`config.mk`:
```
export PLATFORM = sky130hd
export DESIGN_NAME = spi_reg_ctrl_flat
export DESIGN_NICKNAME = d
export VERILOG_FILES = /design/src/rtl/spi_reg_ctrl_if.sv /design/src/rtl/spi_reg_ctrl.sv /design/src/flat_wrapper.sv
export SDC_FILE = /design/constraint.sdc
export NUM_CORES = 1
export LEC_CHECK = 0
export BUFFER_PORTS_ARGS = -buffer_cell sky130_fd_sc_hd__buf_2
export CAP_MARGIN = 20
export CELL_PAD_IN_SITES_DETAIL_PLACEMENT = 2
export CELL_PAD_IN_SITES_GLOBAL_PLACEMENT = 2
export CORE_UTILIZATION = 38
export DETAILED_ROUTE_END_ITERATION = 7
export HOLD_SLACK_MARGIN = 0.12
export PLACE_DENSITY = 0.86
export SETUP_SLACK_MARGIN = 0.2
export SYNTH_ARGS = -nofsm -noshare
export SYNTH_HDL_FRONTEND = slang
export SYNTH_SLANG_ARGS = --single-unit
export TNS_END_PERCENT = 20
```
`constraint.sdc`:
```
create_clock -name clk -period 5.4 [get_ports clk]
set_input_delay 0.27 -clock clk [delete_from_list [all_inputs] [get_ports clk]]
set_output_delay 0.27 -clock clk [all_outputs]
set_load 0.005 [all_outputs]
```
`src/rtl/spi_reg_ctrl_if.sv`:
```
// spi_reg_ctrl_if: SPI byte-side and register-bank-side signals of spi_reg_ctrl.
// access_err is present only when SPI_REG_CTRL_RANGE_CHK_EN is defined.
interface spi_reg_ctrl_if #(
    parameter int unsigned ADDR_W = 7
);
    logic              ss;
    logic              rx_byte_available;
    logic [7:0]        rx_byte;
    logic              tx_byte_ready_to_write;
    logic [7:0]        tx_byte;
    logic [ADDR_W-1:0] reg_addr;
    logic [7:0]        reg_wdata;
    logic              reg_wr;
    logic              reg_rd;
    logic [7:0]        reg_rdata;
    logic              busy;
`ifdef SPI_REG_CTRL_RANGE_CHK_EN
    logic              access_err;

    modport master (
        input  ss, rx_byte_available, rx_byte, tx_byte_ready_to_write, reg_rdata,
        output tx_byte, reg_addr, reg_wdata, reg_wr, reg_rd, busy, access_err
    );
    modport slave (
        output ss, rx_byte_available, rx_byte, tx_byte_ready_to_write, reg_rdata,
        input  tx_byte, reg_addr, reg_wdata, reg_wr, reg_rd, busy, access_err
    );
`else
    modport master (
        input  ss, rx_byte_available, rx_byte, tx_byte_ready_to_write, reg_rdata,
        output tx_byte, reg_addr, reg_wdata, reg_wr, reg_rd, busy
    );
    modport slave (
        output ss, rx_byte_available, rx_byte, tx_byte_ready_to_write, reg_rdata,
        input  tx_byte, reg_addr, reg_wdata, reg_wr, reg_rd, busy
    );
`endif
endinterface

```
`src/rtl/spi_reg_ctrl.sv`:
```
// spi_reg_ctrl: framed SPI command parser driving register-bank writes and prefetched burst reads.
// Define SPI_REG_CTRL_RANGE_CHK_EN to suppress accesses at reg_addr >= NUM_REGS and report access_err.
module spi_reg_ctrl #(
    parameter int unsigned ADDR_W   = 7,
    parameter int unsigned NUM_REGS = 128
) (
    input  logic           clk,
    input  logic           rst_n,
    spi_reg_ctrl_if.master bus
);
    localparam int unsigned       BYTE_W  = 8;
    localparam logic [BYTE_W-1:0] TX_IDLE = 8'h00;

    if (ADDR_W != 7 || NUM_REGS == 0 || NUM_REGS > 128) begin : g_cfg_check
        $error("spi_reg_ctrl: ADDR_W must be 7 and NUM_REGS within 1..128");
    end

`ifdef SPI_REG_CTRL_RANGE_CHK_EN
    localparam int unsigned       SPAN_W    = ADDR_W + 1;
    localparam logic [SPAN_W-1:0] REG_LIMIT = SPAN_W'(NUM_REGS);
    localparam logic [BYTE_W-1:0] TX_ERR    = 8'hFF;

    function automatic logic addr_ok(input logic [ADDR_W-1:0] a);
        return {1'b0, a} < REG_LIMIT;
    endfunction
`endif

    typedef enum logic [1:0] {IDLE, CMD, WRITE, READ} state_t;
    state_t state, state_d;

    logic              ss_meta, ss_sync, ss_prev, ss_fall, ss_rise;
    logic              rx_prev, tx_prev, rx_ev, tx_ev;
    logic [BYTE_W-1:0] rx_data;

    logic [BYTE_W-1:0] tx_byte_q, tx_byte_d, wdata_q, wdata_d, pf_buf, pf_buf_d;
    logic [ADDR_W-1:0] addr_q, addr_d, addr_inc, cmd_addr;
    logic              wr_q, wr_d, rd_q, rd_d, busy_q, busy_d;
    logic              pf_new, pf_new_d, first_pend, first_pend_d, wr_inc, wr_inc_d;
    logic              rd_req, rd_pend, rd_cap;
`ifdef SPI_REG_CTRL_RANGE_CHK_EN
    logic              err_q, err_d, fetch_err_d, rd_pend_err, rd_cap_err;
`endif

    // ss synchronizer plus registered rising-edge detect of the byte strobes
    always_ff @(posedge clk or negedge rst_n) begin
        if (!rst_n) begin
            ss_meta <= 1'b0;
            ss_sync <= 1'b0;
            ss_prev <= 1'b0;
            rx_prev <= 1'b0;
            tx_prev <= 1'b0;
            rx_ev   <= 1'b0;
            tx_ev   <= 1'b0;
            rx_data <= '0;
        end else begin
            ss_meta <= bus.ss;
            ss_sync <= ss_meta;
            ss_prev <= ss_sync;
            rx_prev <= bus.rx_byte_available;
            tx_prev <= bus.tx_byte_ready_to_write;
            rx_ev   <= bus.rx_byte_available & ~rx_prev;
            tx_ev   <= bus.tx_byte_ready_to_write & ~tx_prev;
            rx_data <= bus.rx_byte;
        end
    end

    assign ss_fall  = ss_prev & ~ss_sync;
    assign ss_rise  = ~ss_prev & ss_sync;
    assign addr_inc = addr_q + ADDR_W'(1);
    // command bits 1..7 carry the address MSB first
    assign cmd_addr = {rx_data[1], rx_data[2], rx_data[3], rx_data[4],
                       rx_data[5], rx_data[6], rx_data[7]};

    always_ff @(posedge clk or negedge rst_n) begin
        if (!rst_n) state <= IDLE;
        else        state <= state_d;
    end

    always_comb begin
        state_d = state;
        if (ss_rise) begin
            state_d = IDLE;
        end else begin
            case (state)
                IDLE:    if (ss_fall) state_d = CMD;
                CMD:     if (rx_ev) state_d = rx_data[0] ? READ : WRITE;
                WRITE:   ;
                READ:    ;
                default: state_d = IDLE;
            endcase
        end
    end

    always_comb begin
        tx_byte_d    = tx_byte_q;
        addr_d       = addr_q;
        wdata_d      = wdata_q;
        wr_d         = 1'b0;
        rd_d         = 1'b0;
        busy_d       = (state_d != IDLE);
        pf_buf_d     = pf_buf;
        pf_new_d     = 1'b0;
        first_pend_d = first_pend;
        wr_inc_d     = 1'b0;
        rd_req       = 1'b0;
`ifdef SPI_REG_CTRL_RANGE_CHK_EN
        err_d        = 1'b0;
        fetch_err_d  = 1'b0;
`endif

        // read data lands one cycle after the strobe
        if (rd_cap) begin
`ifdef SPI_REG_CTRL_RANGE_CHK_EN
            pf_buf_d = rd_cap_err ? TX_ERR : bus.reg_rdata;
`else
            pf_buf_d = bus.reg_rdata;
`endif
            pf_new_d = 1'b1;
        end

        if (wr_inc) addr_d = addr_inc;

        if (ss_rise) begin
            tx_byte_d    = TX_IDLE;
            first_pend_d = 1'b0;
        end else begin
            case (state)
                IDLE: if (ss_fall) tx_byte_d = TX_IDLE;
                CMD: if (rx_ev) begin
                    addr_d = cmd_addr;
                    if (rx_data[0]) begin
                        rd_req       = 1'b1;
                        first_pend_d = 1'b1;
                    end
                end
                WRITE: if (rx_ev) begin
                    wdata_d  = rx_data;
                    wr_inc_d = 1'b1;
`ifdef SPI_REG_CTRL_RANGE_CHK_EN
                    if (addr_ok(addr_q)) wr_d = 1'b1;
                    else                 err_d = 1'b1;
`else
                    wr_d = 1'b1;
`endif
                end
                // tx_ev has priority; master dummy bytes (rx_ev) are ignored here
                READ: if (tx_ev || (first_pend && pf_new)) begin
                    tx_byte_d    = pf_buf;
                    addr_d       = addr_inc;
                    first_pend_d = 1'b0;
                    rd_req       = 1'b1;
                end
                default: ;
            endcase
        end

        if (rd_req) begin
`ifdef SPI_REG_CTRL_RANGE_CHK_EN
            rd_d        = addr_ok(addr_d);
            err_d       = ~addr_ok(addr_d);
            fetch_err_d = ~addr_ok(addr_d);
`else
            rd_d = 1'b1;
`endif
        end
    end

    always_ff @(posedge clk or negedge rst_n) begin
        if (!rst_n) begin
            tx_byte_q  <= TX_IDLE;
            addr_q     <= '0;
            wdata_q    <= '0;
            wr_q       <= 1'b0;
            rd_q       <= 1'b0;
            busy_q     <= 1'b0;
            pf_buf     <= '0;
            pf_new     <= 1'b0;
            first_pend <= 1'b0;
            wr_inc     <= 1'b0;
            rd_pend    <= 1'b0;
            rd_cap     <= 1'b0;
        end else begin
            tx_byte_q  <= tx_byte_d;
            addr_q     <= addr_d;
            wdata_q    <= wdata_d;
            wr_q       <= wr_d;
            rd_q       <= rd_d;
            busy_q     <= busy_d;
            pf_buf     <= pf_buf_d;
            pf_new     <= pf_new_d;
            first_pend <= first_pend_d;
            wr_inc     <= wr_inc_d;
            rd_pend    <= rd_req;
            rd_cap     <= rd_pend;
        end
    end

`ifdef SPI_REG_CTRL_RANGE_CHK_EN
    always_ff @(posedge clk or negedge rst_n) begin
        if (!rst_n) begin
            err_q       <= 1'b0;
            rd_pend_err <= 1'b0;
            rd_cap_err  <= 1'b0;
        end else begin
            err_q       <= err_d;
            rd_pend_err <= fetch_err_d;
            rd_cap_err  <= rd_pend_err;
        end
    end

    assign bus.access_err = err_q;
`endif

    assign bus.tx_byte   = tx_byte_q;
    assign bus.reg_addr  = addr_q;
    assign bus.reg_wdata = wdata_q;
    assign bus.reg_wr    = wr_q;
    assign bus.reg_rd    = rd_q;
    assign bus.busy      = busy_q;
endmodule

```
`src/flat_wrapper.sv`:
```
// flat-port wrapper written by rule: the top's interface ports become plain ports
module spi_reg_ctrl_flat 
#(
    parameter int unsigned ADDR_W   = 7,
    parameter int unsigned NUM_REGS = 128
)
  (clk, rst_n, bus_ss, bus_rx_byte_available, bus_rx_byte, bus_tx_byte_ready_to_write, bus_reg_rdata, bus_tx_byte, bus_reg_addr, bus_reg_wdata, bus_reg_wr, bus_reg_rd, bus_busy);
  spi_reg_ctrl_if #(.ADDR_W(ADDR_W)) bus_i ();
  input  logic clk;
  input  logic rst_n;
  input wire logic [$bits(bus_i.ss)-1:0] bus_ss;
  input wire logic [$bits(bus_i.rx_byte_available)-1:0] bus_rx_byte_available;
  input wire logic [$bits(bus_i.rx_byte)-1:0] bus_rx_byte;
  input wire logic [$bits(bus_i.tx_byte_ready_to_write)-1:0] bus_tx_byte_ready_to_write;
  input wire logic [$bits(bus_i.reg_rdata)-1:0] bus_reg_rdata;
  output wire logic [$bits(bus_i.tx_byte)-1:0] bus_tx_byte;
  output wire logic [$bits(bus_i.reg_addr)-1:0] bus_reg_addr;
  output wire logic [$bits(bus_i.reg_wdata)-1:0] bus_reg_wdata;
  output wire logic [$bits(bus_i.reg_wr)-1:0] bus_reg_wr;
  output wire logic [$bits(bus_i.reg_rd)-1:0] bus_reg_rd;
  output wire logic [$bits(bus_i.busy)-1:0] bus_busy;
  assign bus_i.ss = bus_ss;
  assign bus_i.rx_byte_available = bus_rx_byte_available;
  assign bus_i.rx_byte = bus_rx_byte;
  assign bus_i.tx_byte_ready_to_write = bus_tx_byte_ready_to_write;
  assign bus_i.reg_rdata = bus_reg_rdata;
  assign bus_tx_byte = bus_i.tx_byte;
  assign bus_reg_addr = bus_i.reg_addr;
  assign bus_reg_wdata = bus_i.reg_wdata;
  assign bus_reg_wr = bus_i.reg_wr;
  assign bus_reg_rd = bus_i.reg_rd;
  assign bus_busy = bus_i.busy;
  spi_reg_ctrl #(.ADDR_W(ADDR_W), .NUM_REGS(NUM_REGS)) u_core (.clk(clk), .rst_n(rst_n), .bus(bus_i));
endmodule
```
======== Word level (Yosys, flattened, before mapping) ========
Index checks and enable logic that the tools add are counted.
Widths: inputs -> output; s select.
cells by class
  bitwise logic cells ..................... 9
  add/sub/neg operators ................... 1
  muxes and demuxes ....................... 29
  reductions and logical operators ........ 9
  eq/ne operators ......................... 7
operators with widths
  kind                 count
  $mux 7               4
  $mux 8               3
  $pmux 8 s2           1
  $mux 1               14
  $pmux 7 s2           1
  $ne 3x1->1 const B   4
  $add 7x1->7 const B  1
  $mux 2               3
  $reduce_and 3->1     2
  $reduce_bool 3->1    2
  $not 1->1            5
  $and 1x1->1          4
  $eq 2x2->1 const B   2
  $pmux 1 s2           2
  $pmux 2 s2           1
  $reduce_and 4->1     1
  $eq 2x1->1 const B   1
  $logic_not 2->1      1
  $reduce_bool 2->1    1
  $logic_and 1x1->1    1
  $logic_or 1x1->1     1
storage, ports and cells
  register bits after elaboration ......... 55
  word-level logic and storage cells ...... 75

======== Depth between registers and ports, before layout ========
  depth after elaboration ................. 6
  mapped depth ............................ 7

======== Worst setup path after synthesis ========
No wires, ideal clock.
  path kind ............................... reg-to-reg
  start ................................... register u_core.state[1]
  end ..................................... register u_core.busy_q (netlist: u_core.bus.busy)
  path buffers ............................ 0
  cell stages (with the launch flop) ...... 8
  data required time ...................... 5276 ps
  setup time .............................. 124 ps
  slack ................................... 3689 ps
  clock period less this slack ............ 1711 ps
  data arrival time ....................... 1587 ps
  cell sequence ........................... dfrtp_1 > inv_1 > ha_1 > nor2b_1 > o31ai_2 > a21oi_1 > o2bb2a_2 > or2_1
between the ends
  longest elaborated chain between the ends .. 4
  elaborated cells between the ends (all ways) .. 7
RTL lines
  element                                               RTL line             source
  from (decl)                                           spi_reg_ctrl.sv:29   state_t state, state_d;
  from (signal assigned)                                spi_reg_ctrl.sv:76   else state <= state_d;
  $eq 2x1->1 / $logic_not 2->1 (equally long branches)  spi_reg_ctrl.sv:84   case (state)
  $pmux 2 s2 *                                          spi_reg_ctrl.sv:84
  $mux 2 *                                              spi_reg_ctrl.sv:81   if (ss_rise) begin
  named net u_core.state_d[0]                           spi_reg_ctrl.sv:29
  $reduce_bool 2->1 *                                   spi_reg_ctrl.sv:100  busy_d = (state_d != IDLE);
  named net u_core.busy_d                               spi_reg_ctrl.sv:37   logic wr_q, wr_d, rd_q, rd_d, busy_q, busy_d;
  to (signal assigned)                                  spi_reg_ctrl.sv:188  busy_q <= busy_d;
  to (decl)                                             spi_reg_ctrl.sv:37
Mark *: on every way through the listed nets, which the timed path passes. The rest lies on a longest branch.
A chain may end at the register's enable or synchronous reset.

======== Worst setup path after layout ========
  start ................................... register u_core.state[1]
  end ..................................... register u_core.addr_q[5] (netlist: u_core.bus.reg_addr[5])
between the ends
  longest elaborated chain between the ends .. 3
  elaborated cells between the ends (all ways) .. 4
RTL lines
  element                                          RTL line             source
  $eq 2x2->1 / $eq 2x1->1 (equally long branches)  spi_reg_ctrl.sv:127  case (state)
  $pmux 7 s2 *                                     spi_reg_ctrl.sv:127
  $mux 7 *                                         spi_reg_ctrl.sv:123  if (ss_rise) begin
  named net u_core.addr_d[5]                       spi_reg_ctrl.sv:36   logic [ADDR_W-1:0] addr_q, addr_d, addr_inc, cmd_addr;
  to (signal assigned)                             spi_reg_ctrl.sv:184  addr_q <= addr_d;
  to (decl)                                        spi_reg_ctrl.sv:36
Marked as above.

==> results.toml <==
[clocking]
cts_tree = "built"
holdBufCountCts = 12
clk_path_buf_depth = 2
clkLatencyLatePin_ps = 310
post_cts_resize_count = 0
numClockSinks = 54
cts_buffers = 5
path_clk_slew_ps = 100
clock-root-buffer = "clkbuf_8"
cts-htree-levels = 2
cts_setup_buffers = 0

[global_routing]
grt_pass1_vias = 1758
grt_max_degree = 55
grt_antenna_before_repair = 0
grt_pass1_wl_um = 9384
track_usage_pct = 20.77
grt.overflow.total = 0

[power]
power_density_nw_per_um2 = 432.0
p_leak_nw = 1.312
peakVddDrop_mv = 0.2016
totalPowerFinal_mw = 1.179

[drt]
first_pass_iters = 2
drt-vias-per-instance = 5.192
drt_wl_total_um = 5692
drtIter0Drc = 44
drc = 0
wl_per_cell_um = 18.85
ant_nets = 0
met2_length_um = 3026
routed.top_layer = "met4"
met3_length_um = 195
vias = 1568
met1Wirelength_um = 2382

[synthesis]
synth.distinct_cells = 41
syn_area_per_cell_um2 = 13.10
yosysSeqAreaShare_pct = 62.14
syn_nets = 192
synth_top_area_cell = "dfrtp_1"
synth_top_family_by_area = "compound AO/OA/AOI/OAI gates"
synth.top_cell.area_share_pct = 62.14
ys_ff_latch = 54
ys.flop_type = "dfrtp_1"
synth_edf_count = 0
synthMuxAreaShare_pct = 9.206
yosys.area_share.xor_xnor_pct = 0.8055
yosys_warnings = 0
synth_compound_area_share_pct = 12.72
yosys-top-cells-area = "dfrtp_1 (62%), mux2_1 (4.1%), mux2_2 (4.1%)"
async_flop_share_pct = 100.0
synth-simple-area-share_pct = 11.10
synthesis.instances = 166
synth_fa_ha_area_share_pct = 2.877
synth_area_um2 = 2175

[sta]
drv_slew = 0
fin_skew_ps = 3.821
fmax_mhz = 485.0
rsz0062_at_grt = "no"
slew_headroom_pct = 54.17
worstMarginPinSlew_ps = 687.4
setup_viol_count_final = 0
finalHoldViolCount = 0
period_needed_ps = 2062
period_share_pct = 38.18
fin_tns_setup_ps = 0

[critical_path]
cp_max_fo = 7
timing.rr.start = "u_core.state[1]"
required_ps = 5570
path_cells = "inv_1 > ha_1 > mux2i_1 > a211oi_4 > inv_1 > nor2_1 > o32ai_1"
crit_path_frequent_cell = "inv_1"
cp_num_buf_inv = 2
start_kind = "flop"
path_class = "reg -> reg"
rrSetupSlack_ps = 3340
critPathTopFamily = "compound AO/OA/AOI/OAI gates"
slowest_delay_ps = 450
cp.arrival_ps = 2230
r2r_cells = 7
cp-end-kind = "flop"
timing.rr.end = "u_core.bus.reg_addr[5]"
critPathSlowestCell = "dfrtp_1"

[cells_and_area]
diodes = 0
final_nets = 255
drive_gt1_share_pct = 30.87
area_delta_synth_final_pct = 25.55
final_area_um2 = 2730
final_common_cell = "dfrtp_1"
final_cell_mix = "dfrtp_1 (54), buf_2 (46), nor2_1 (13), dlygate4sd3_1 (12), nand2_1 (11)"
nFillCells = 563

[placement]
hpwlAfterDp_um = 4026
dpl_cell_area_um2 = 2489
place_congestion = 0.7630
port_buffers = 46

[hold_path]
min_from = "bus_reg_rdata[3]"
min_path_cells = 2
whs_endpoint = "u_core.pf_buf[3]"
hold_class = "in -> reg"

[floorplanning]
num_io_pins = 47
die_height_um = 77.65
dieArea_um2 = 6029
initial_core_util_pct = 39.49
num_rows = 27
core_um2 = 5507
die_x_um = 77.65

[run_status]
status = "completed"

[job]
max_cap_viol_count = 0
[kinds of logic after synthesis]
logic type      count (synthesis)
simple gates                   46
fa+ha+maj                       5
flops                          54
mux                            18
buf+inv                         6
compound gates                 35
xor+xnor                        2
[synthesized netlist by cell type (all sizes together), types with 3 or more instances]
cell    instances
nand2          11
nand3           3
mux2           16
a22o            8
nor3            4
o31ai           4
ha              5
a21oi           7
inv             3
nand2b          4
dfrtp          54
a31oi           3
nor2           14
nor2b           4
[how the worst max path moves through the flow]
stage / from / end / slack [ps] / depth (start not counted)
after global routing: u_core.state[1] / u_core.bus.reg_addr[5] / 3270 / 7
final: u_core.state[1] / u_core.bus.reg_addr[5] / 3340 / 7
after floorplan: u_core.state[1] / u_core.bus.busy / 3690 / 7
after detailed placement: u_core.state[1] / u_core.bus.reg_addr[5] / 3440 / 7
after CTS: u_core.state[1] / u_core.bus.reg_addr[3] / 3360 / 7
after global placement: u_core.state[1] / u_core.bus.reg_addr[6] / 3580 / 6
[layer usage]
layer,vias up,track usage [%]
met5,-,0
met2,41,38.05
met4,0,6.415
met3,9,4.353
li1,720,-
met1,798,24.10
[cell type report]
type | count | area [µm²] | area share (%)
flip-flops and latches | 54 | 1351 | 49.50
multi-input cells | 106 | 798.3 | 29.24
repair buffers | 59 | 357.8 | 13.11
well taps | 72 | 90.09 | 3.300
clock buffers | 6 | 82.58 | 3.025
clock inverters | 2 | 38.79 | 1.421
inverters | 3 | 11.26 | 0.4125
[per-stage QoR]
step | setup slack (ps) | cells | hold WS, ps | utilization (%)
2_1_floorplan | 3689 | 166 | -25.59 | -
3_3_place_gp | 3580 | 282 | 338.5 | 45.19
3_5_place_dp | 3444 | 282 | 350.8 | 45.19
4_1_cts | 3362 | 302 | 169.5 | 49.58
5_1_grt | 3270 | 302 | 165.1 | 49.58
6_report | 3338 | 302 | 183.3 | 49.58
[where the power goes]
part           total [mW]  switching (mW)  internal, mW  leakage (nW)
clock               0.288           0.135         0.153        0.0618
sequential          0.577          0.0792         0.498         0.694
combinational       0.314           0.161         0.154         0.556
total                1.18           0.375         0.804          1.31
[flip-flops by register name, indices dropped and copies added, names as in the netlist, 2 cells and up]
register / cells
u_core.pf_buf: 8
u_core.bus.reg_addr: 7
u_core.rx_data: 8
u_core.bus.tx_byte: 8
u_core.state: 2
u_core.bus.reg_wdata: 8
[worst reg2reg max path, cell delays in order, from the launching register on]
cell      delay [ps]
dfrtp_1          450
inv_1            140
ha_1             320
mux2i_1          160
a211oi_4         330
inv_1            120
nor2_1           270
o32ai_1          140
No activity file was read; power rests on OpenSTA's default activity.
